--- src/rtl/tk1_spi_flash_reader.sv ---
`default_nettype none
// ============================================================================
//  Module   : tk1_spi_flash_reader
//  Purpose  : Converts one read request (24-bit address, 1..256 bytes) into a
//             full SPI flash READ transaction on the tk1 SPI byte master:
//             select, opcode, 3 address bytes, N data bytes, deselect.
//             Received data bytes are queued in a small output FIFO.
//  Options  : TK1_SPI_READER_FAST_READ_EN - use the fast-read opcode and
//             insert one discarded dummy byte after the address.
//  Revision : 1.0 - initial release
// ============================================================================
module tk1_spi_flash_reader #(
  parameter int unsigned FIFO_DEPTH = 4,
  parameter logic [7:0]  CMD_READ   = 8'h03,
  parameter logic [7:0]  CMD_FREAD  = 8'h0b
) (
  input  logic        clk,
  input  logic        reset_n,
  input  logic        cmd_start,
  input  logic [23:0] cmd_addr,
  input  logic [8:0]  cmd_len,
  output logic        busy,
  output logic        done,
  output logic [7:0]  rd_data,
  output logic        rd_valid,
  input  logic        rd_ready,
  output logic        spi_enable,
  output logic        spi_enable_we,
  output logic        spi_start,
  output logic [7:0]  spi_tx_data,
  output logic        spi_tx_data_we,
  input  logic [7:0]  spi_rx_data,
  input  logic        spi_ready
);

  localparam int unsigned      PTR_W    = (FIFO_DEPTH > 1) ? $clog2(FIFO_DEPTH) : 1;
  localparam int unsigned      CNT_W    = $clog2(FIFO_DEPTH + 1);
  localparam logic [CNT_W-1:0] FULL_CNT = CNT_W'(FIFO_DEPTH);

`ifdef TK1_SPI_READER_FAST_READ_EN
  // Opcode + 3 address bytes + 1 dummy byte.
  localparam bit         FAST_READ = 1'b1;
  localparam logic [2:0] HDR_LEN   = 3'd5;
`else
  // Opcode + 3 address bytes.
  localparam bit         FAST_READ = 1'b0;
  localparam logic [2:0] HDR_LEN   = 3'd4;
`endif
  localparam logic [7:0] OPCODE = FAST_READ ? CMD_FREAD : CMD_READ;

  typedef enum logic [2:0] {
    S_IDLE    = 3'd0,
    S_SELECT  = 3'd1,
    S_LOAD    = 3'd2,
    S_START   = 3'd3,
    S_WAIT    = 3'd4,
    S_CAPTURE = 3'd5,
    S_DESEL   = 3'd6
  } state_t;

  state_t      state_q, state_d;
  logic        wait_first_q, wait_first_d;
  logic [2:0]  idx_q, idx_d;          // byte index; saturates at HDR_LEN in data phase
  logic [23:0] addr_q, addr_d;
  logic [8:0]  rem_q, rem_d;          // data bytes still to be captured

  logic        busy_q, busy_d;
  logic        done_q, done_d;
  logic        spi_enable_q, spi_enable_d;
  logic        spi_enable_we_q, spi_enable_we_d;
  logic        spi_start_q, spi_start_d;
  logic [7:0]  spi_tx_data_q, spi_tx_data_d;
  logic        spi_tx_data_we_q, spi_tx_data_we_d;

  logic [7:0]       mem_q [FIFO_DEPTH];
  logic [7:0]       mem_d [FIFO_DEPTH];
  logic [PTR_W-1:0] wr_ptr_q, wr_ptr_d;
  logic [PTR_W-1:0] rd_ptr_q, rd_ptr_d;
  logic [CNT_W-1:0] cnt_q, cnt_d;

  logic       in_data_phase;
  logic       fifo_push;
  logic       fifo_pop;
  logic       load_ok;
  logic [7:0] next_tx_byte;

  assign in_data_phase = (idx_q == HDR_LEN);
  assign fifo_push     = (state_q == S_CAPTURE) && in_data_phase;
  assign fifo_pop      = (cnt_q != '0) && rd_ready;

  // FIFO next state: storage write, pointer wrap and occupancy count.
  always_comb begin
    mem_d    = mem_q;
    wr_ptr_d = wr_ptr_q;
    rd_ptr_d = rd_ptr_q;
    cnt_d    = cnt_q;
    if (fifo_push) begin
      mem_d[wr_ptr_q] = spi_rx_data;
      wr_ptr_d        = wr_ptr_q + PTR_W'(1);
    end
    if (fifo_pop) begin
      rd_ptr_d = rd_ptr_q + PTR_W'(1);
    end
    case ({fifo_push, fifo_pop})
      2'b10:   cnt_d = cnt_q + CNT_W'(1);
      2'b01:   cnt_d = cnt_q - CNT_W'(1);
      default: cnt_d = cnt_q;
    endcase
  end

  // Sequencer next state: request latch, byte indexing and remaining count.
  always_comb begin
    state_d      = state_q;
    wait_first_d = wait_first_q;
    idx_d        = idx_q;
    addr_d       = addr_q;
    rem_d        = rem_q;
    case (state_q)
      S_IDLE: begin
        if (cmd_start && (cmd_len != 9'd0) && spi_ready) begin
          addr_d  = cmd_addr;
          rem_d   = cmd_len;
          idx_d   = 3'd0;
          state_d = S_SELECT;
        end
      end
      S_SELECT: state_d = S_LOAD;
      S_LOAD: begin
        // The load strobe is only raised once there is room for the byte.
        if (spi_tx_data_we_q) state_d = S_START;
      end
      S_START: begin
        state_d      = S_WAIT;
        wait_first_d = 1'b1;
      end
      S_WAIT: begin
        // spi_ready is still stale in the first cycle after the start pulse.
        wait_first_d = 1'b0;
        if (!wait_first_q && spi_ready) state_d = S_CAPTURE;
      end
      S_CAPTURE: begin
        if (!in_data_phase) begin
          idx_d   = idx_q + 3'd1;
          state_d = S_LOAD;
        end else if (rem_q == 9'd1) begin
          rem_d   = 9'd0;
          state_d = S_DESEL;
        end else begin
          rem_d   = rem_q - 9'd1;
          state_d = S_LOAD;
        end
      end
      S_DESEL: state_d = S_IDLE;
      default: state_d = S_IDLE;
    endcase
  end

  // Byte to transmit for the upcoming LOAD, selected by byte index.
  always_comb begin
    case (idx_d)
      3'd0:    next_tx_byte = OPCODE;
      3'd1:    next_tx_byte = addr_q[23:16];
      3'd2:    next_tx_byte = addr_q[15:8];
      3'd3:    next_tx_byte = addr_q[7:0];
      default: next_tx_byte = 8'h00;   // dummy byte and data-phase filler
    endcase
  end

  // Registered outputs are decoded from the next state so they line up with it.
  always_comb begin
    load_ok          = (idx_d != HDR_LEN) || (cnt_d != FULL_CNT);
    busy_d           = (state_d != S_IDLE) && (state_d != S_DESEL);
    done_d           = (state_d == S_DESEL);
    spi_enable_we_d  = (state_d == S_SELECT) || (state_d == S_DESEL);
    spi_enable_d     = spi_enable_q;
    if (state_d == S_SELECT) spi_enable_d = 1'b1;
    if (state_d == S_DESEL)  spi_enable_d = 1'b0;
    spi_start_d      = (state_d == S_START);
    spi_tx_data_we_d = (state_d == S_LOAD) && load_ok;
    spi_tx_data_d    = (state_d == S_LOAD) ? next_tx_byte : spi_tx_data_q;
  end

  // State, FIFO and output registers with synchronous active-low reset.
  always_ff @(posedge clk) begin
    if (!reset_n) begin
      state_q          <= S_IDLE;
      wait_first_q     <= 1'b0;
      idx_q            <= 3'd0;
      addr_q           <= 24'd0;
      rem_q            <= 9'd0;
      busy_q           <= 1'b0;
      done_q           <= 1'b0;
      spi_enable_q     <= 1'b0;
      spi_enable_we_q  <= 1'b0;
      spi_start_q      <= 1'b0;
      spi_tx_data_q    <= 8'h00;
      spi_tx_data_we_q <= 1'b0;
      wr_ptr_q         <= '0;
      rd_ptr_q         <= '0;
      cnt_q            <= '0;
      for (int i = 0; i < int'(FIFO_DEPTH); i++) mem_q[i] <= 8'h00;
    end else begin
      state_q          <= state_d;
      wait_first_q     <= wait_first_d;
      idx_q            <= idx_d;
      addr_q           <= addr_d;
      rem_q            <= rem_d;
      busy_q           <= busy_d;
      done_q           <= done_d;
      spi_enable_q     <= spi_enable_d;
      spi_enable_we_q  <= spi_enable_we_d;
      spi_start_q      <= spi_start_d;
      spi_tx_data_q    <= spi_tx_data_d;
      spi_tx_data_we_q <= spi_tx_data_we_d;
      wr_ptr_q         <= wr_ptr_d;
      rd_ptr_q         <= rd_ptr_d;
      cnt_q            <= cnt_d;
      mem_q            <= mem_d;
    end
  end

  assign busy           = busy_q;
  assign done           = done_q;
  assign rd_valid       = (cnt_q != '0);
  assign rd_data        = mem_q[rd_ptr_q];
  assign spi_enable     = spi_enable_q;
  assign spi_enable_we  = spi_enable_we_q;
  assign spi_start      = spi_start_q;
  assign spi_tx_data    = spi_tx_data_q;
  assign spi_tx_data_we = spi_tx_data_we_q;

endmodule
`default_nettype wire

--- config.mk ---
export PLATFORM = sky130hd
export DESIGN_NAME = tk1_spi_flash_reader
export DESIGN_NICKNAME = d
export VERILOG_FILES = /design/src/rtl/tk1_spi_flash_reader.sv
export SDC_FILE = /design/constraint.sdc
export NUM_CORES = 1
export LEC_CHECK = 0
export ABC_AREA = 1
export BUFFER_PORTS_ARGS = -buffer_cell sky130_fd_sc_hd__buf_2
export CAP_MARGIN = 5
export CORE_MARGIN = 2
export CORE_UTILIZATION = 45
export CTS_BUF_LIST = sky130_fd_sc_hd__clkbuf_8
export DETAILED_ROUTE_END_ITERATION = 7
export GPL_TIMING_DRIVEN = 0
export PLACE_DENSITY = 0.66
export SLEW_MARGIN = 20
export SYNTH_ARGS = -nofsm -noshare
export SYNTH_HDL_FRONTEND = slang
export SYNTH_SLANG_ARGS = --single-unit
--- constraint.sdc ---
create_clock -name clk -period 5.46 [get_ports clk]
set_input_delay 0.273 -clock clk [delete_from_list [all_inputs] [get_ports clk]]
set_output_delay 0.273 -clock clk [all_outputs]
set_load 0.05 [all_outputs]
==> run metrics <==
CTS H-Tree Depth=3; post-CTS setup repair buffer count=0; Pre-antenna DRT Iters=4; CTS Hold Buffers Added=0; ant diodes=0; WP data arrival=2.98 ns; crit-path cells=inv_1, ha_1, nand2_1, nor2_4, inv_2, ha_1, inv_1, fa_1, a21oi_1, o21ai_0, xor2_1, nand4_1, o21ai_0, nor2_1; P_leak=2.13 nW; max-slew violation count=0; initial cell density of the core=45.6%; Hold Path Class=input port to flip-flop; simple-gate share of the synthesized area=28.8%; Max Clk Rate=0.364 GHz; clock skew=0.0220 ns; Core Region=9640 um2; clock-pin slew on the worst setup and hold paths=0.11 ns; global-route wire length before repair=18.1 mm; Syn Nets=646; Port Buf Inserts=67; largest family of logic cells by synthesized area=simple AND/OR/NAND/NOR gates; crit path capture type=flip-flop; RSZ-0062 raised after global routing=no; detailed-route via count=4237; Netlist cell types=38; post-route minimum period=2.75 ns; Worst Setup Start Kind=flip-flop; slowest CP cell=dfxtp_1; Starting DRT DRC Count=186; final hold vios=0; Post-Layout Cell Count=806; TritonCTS clock tree=built; vias per inst=5.26; hold slack=0.122 ns; Area growth syn-to-layout=15.9%; vias in the first global route=3890; fin crit share=50.3%; Power, Total=0.00132 W; YS warnings=0; Tightest Pin Transition=0.637 ns; final WL=11.2 mm; status=completed; post-route ant nets=0; layout cell share with drive strength beyond 1=19.3%; Adder-Cell Fraction of Synth Area=3.02%; GP Congestion=0.889; Worst VDD drop=0.122 mV; fraction of synthesized area in multiplexers=0%; Clock Tree Buf Depth=2; slowest stage delay, CP=0.45 ns; Slew headroom=57.5%; Post-Syn Area=4400 um2; synthesis-stage register bit count=93; crit path max fanout=6; CTS sink cnt=93; syn avg cell area=7.45 um2; Power Dens Cells=259 nW/um2; critical path class=flip-flop to flip-flop; PostCTS Resize Cnt=0; Die Ht=103 um; total congestion overflow=0; Die W=103 um; Syn Inst Count=590; Std-Cell Rows=36; setup TNS=0 ns; data required time of the worst path=5.69 ns; initial antenna violation count=0; full die area=10600 um2; DR DRC count=0; post-synthesis sequential area ratio=42.3%; Clk Latency, worst-skew pair=0.37 ns; post-DP HPWL=8.26 mm; Post-Place Cells=790; Max Cap Violations=0; final setup vio count=0; Synth Area in XOR/XNOR=1.79%; largest net degree at the start of global routing=20; Synth Area in Compound Gates=16.9%; number of I/O pins=69; Final #Nets=724; WL per Instance=13.9 um; gr usage total=21.7%; cts bufs inserted=9; clock root buffer=clkbuf_8
## cells in the final DEF (no fill, tap or decap), types with 2 or more instances in the layout
cell	n
inv_2	8
ha_1	9
nand2_1	89
nor3_1	2
nor2_4	8
clkinv_4	2
inv_8	2
xnor2_1	2
inv_1	33
o22ai_1	9
nand2_2	2
buf_4	3
a21oi_1	49
o21ai_0	53
nand3_1	55
buf_6	2
nor2_2	2
nor2_1	93
inv_6	4
o21ai_1	2
dfxtp_1	93
clkbuf_8	9
nand4_1	14
buf_2	70
a21oi_2	6
nand2_4	3
a211oi_1	5
xor2_1	7
buf_1	3
nand3_2	3
clkbuf_1	19
a31oi_1	3
## worst paths after layout
path / end / cells past startpoint / slack, ns / start
max: spi_tx_data_we / 14 / 2.71 / idx_q[0]
min: addr_q[9] / 3 / 0.12 / cmd_addr[9]
max reg2reg: spi_tx_data_we / 14 / 2.71 / idx_q[0]
min reg2reg: spi_enable / 2 / 0.46 / spi_enable
## routing by layer
layer / wire [um] / global-route usage [%] / vias up
met5: 0 / 0 / -
met4: 150 / 6.98 / 0
met3: 619 / 3.05 / 14
met2: 5370 / 37.0 / 136
met1: 5070 / 28.5 / 1964
li1: - / - / 2123
## where the power goes
group | switching (W) | internal [W] | total (W)
Clock | 0.000279 | 0.000182 | 0.000461
Combinational | 0.0000926 | 0.0000483 | 0.000141
Sequential | 0.0000146 | 0.000702 | 0.000716
## flip-flops by register name, indices dropped and copies added (netlist names)
name and count:
wr_ptr_q 2, idx_q 3, rem_q 9, addr_q 24, spi_tx_data_we 1, busy 1, spi_start 1, done 1
wait_first_q 1, cnt_q 3, state_q 3, rd_ptr_q 2, spi_enable_we 1, spi_tx_data 8, mem_q 32, spi_enable 1
## cells in the mapped netlist (all sizes together)
master	n	area share, %
a31oi	3	0.43
o21ai	56	6.5
xor2	7	1.4
inv	42	3.7
buf	11	1.6
a221oi	2	0.54
fa	1	0.46
a211oi	5	0.85
o22ai	9	1.3
clkbuf	19	1.6
nand4	14	2.0
nand2	95	9.1
and3	1	0.26
nand3	58	6.9
a21oi	55	6.8
nor2	103	10
xnor2	2	0.40
o211ai	1	0.17
clkinv	1	0.20
o21bai	1	0.43
dfxtp	93	42
nor3	2	0.23
ha	9	2.6
## critical path, delay by kind of cell (launching register included)
| family | cells | cell delay (ns) |
|---|---|---|
| DFF | 1 | 0.45 |
| xor gates and xnor gates | 1 | 0.19 |
| and+or+nand+nor | 4 | 0.40 |
| adders and majority gates | 3 | 0.76 |
| buffers and inverters | 3 | 0.33 |
| AOI/OAI and AO/OA | 3 | 0.48 |
## layout make-up
class	instances	area (um2)
Clock inverter	7	73.8
Fill cell	975	4540
Inverter	43	171
Clock buffer	9	124
Tap cell	133	166
Sequential cell	93	1860
Multi-Input combinational cell	424	2220
Timing Repair Buffer	67	335
Buffer	30	143
## kinds of logic after synthesis
group                    after synthesis
AND/OR/NAND/NOR                      273
AO/OA/AOI/OAI                        132
flip-flops                            93
adder cells (fa/ha/maj)               10
buffers and inverters                 73
XOR/XNOR                               9
## through the flow
step	instance area [um2]	util, %	worst slack, ns
final	5100	52.9	2.71
after global routing	5100	52.9	2.56
after CTS	5100	52.9	2.72
after detailed placement	4900	50.8	2.76
after global placement	4900	50.8	2.80
after floorplan	4400	-	3.09
(Power assumes the default switching activity.)
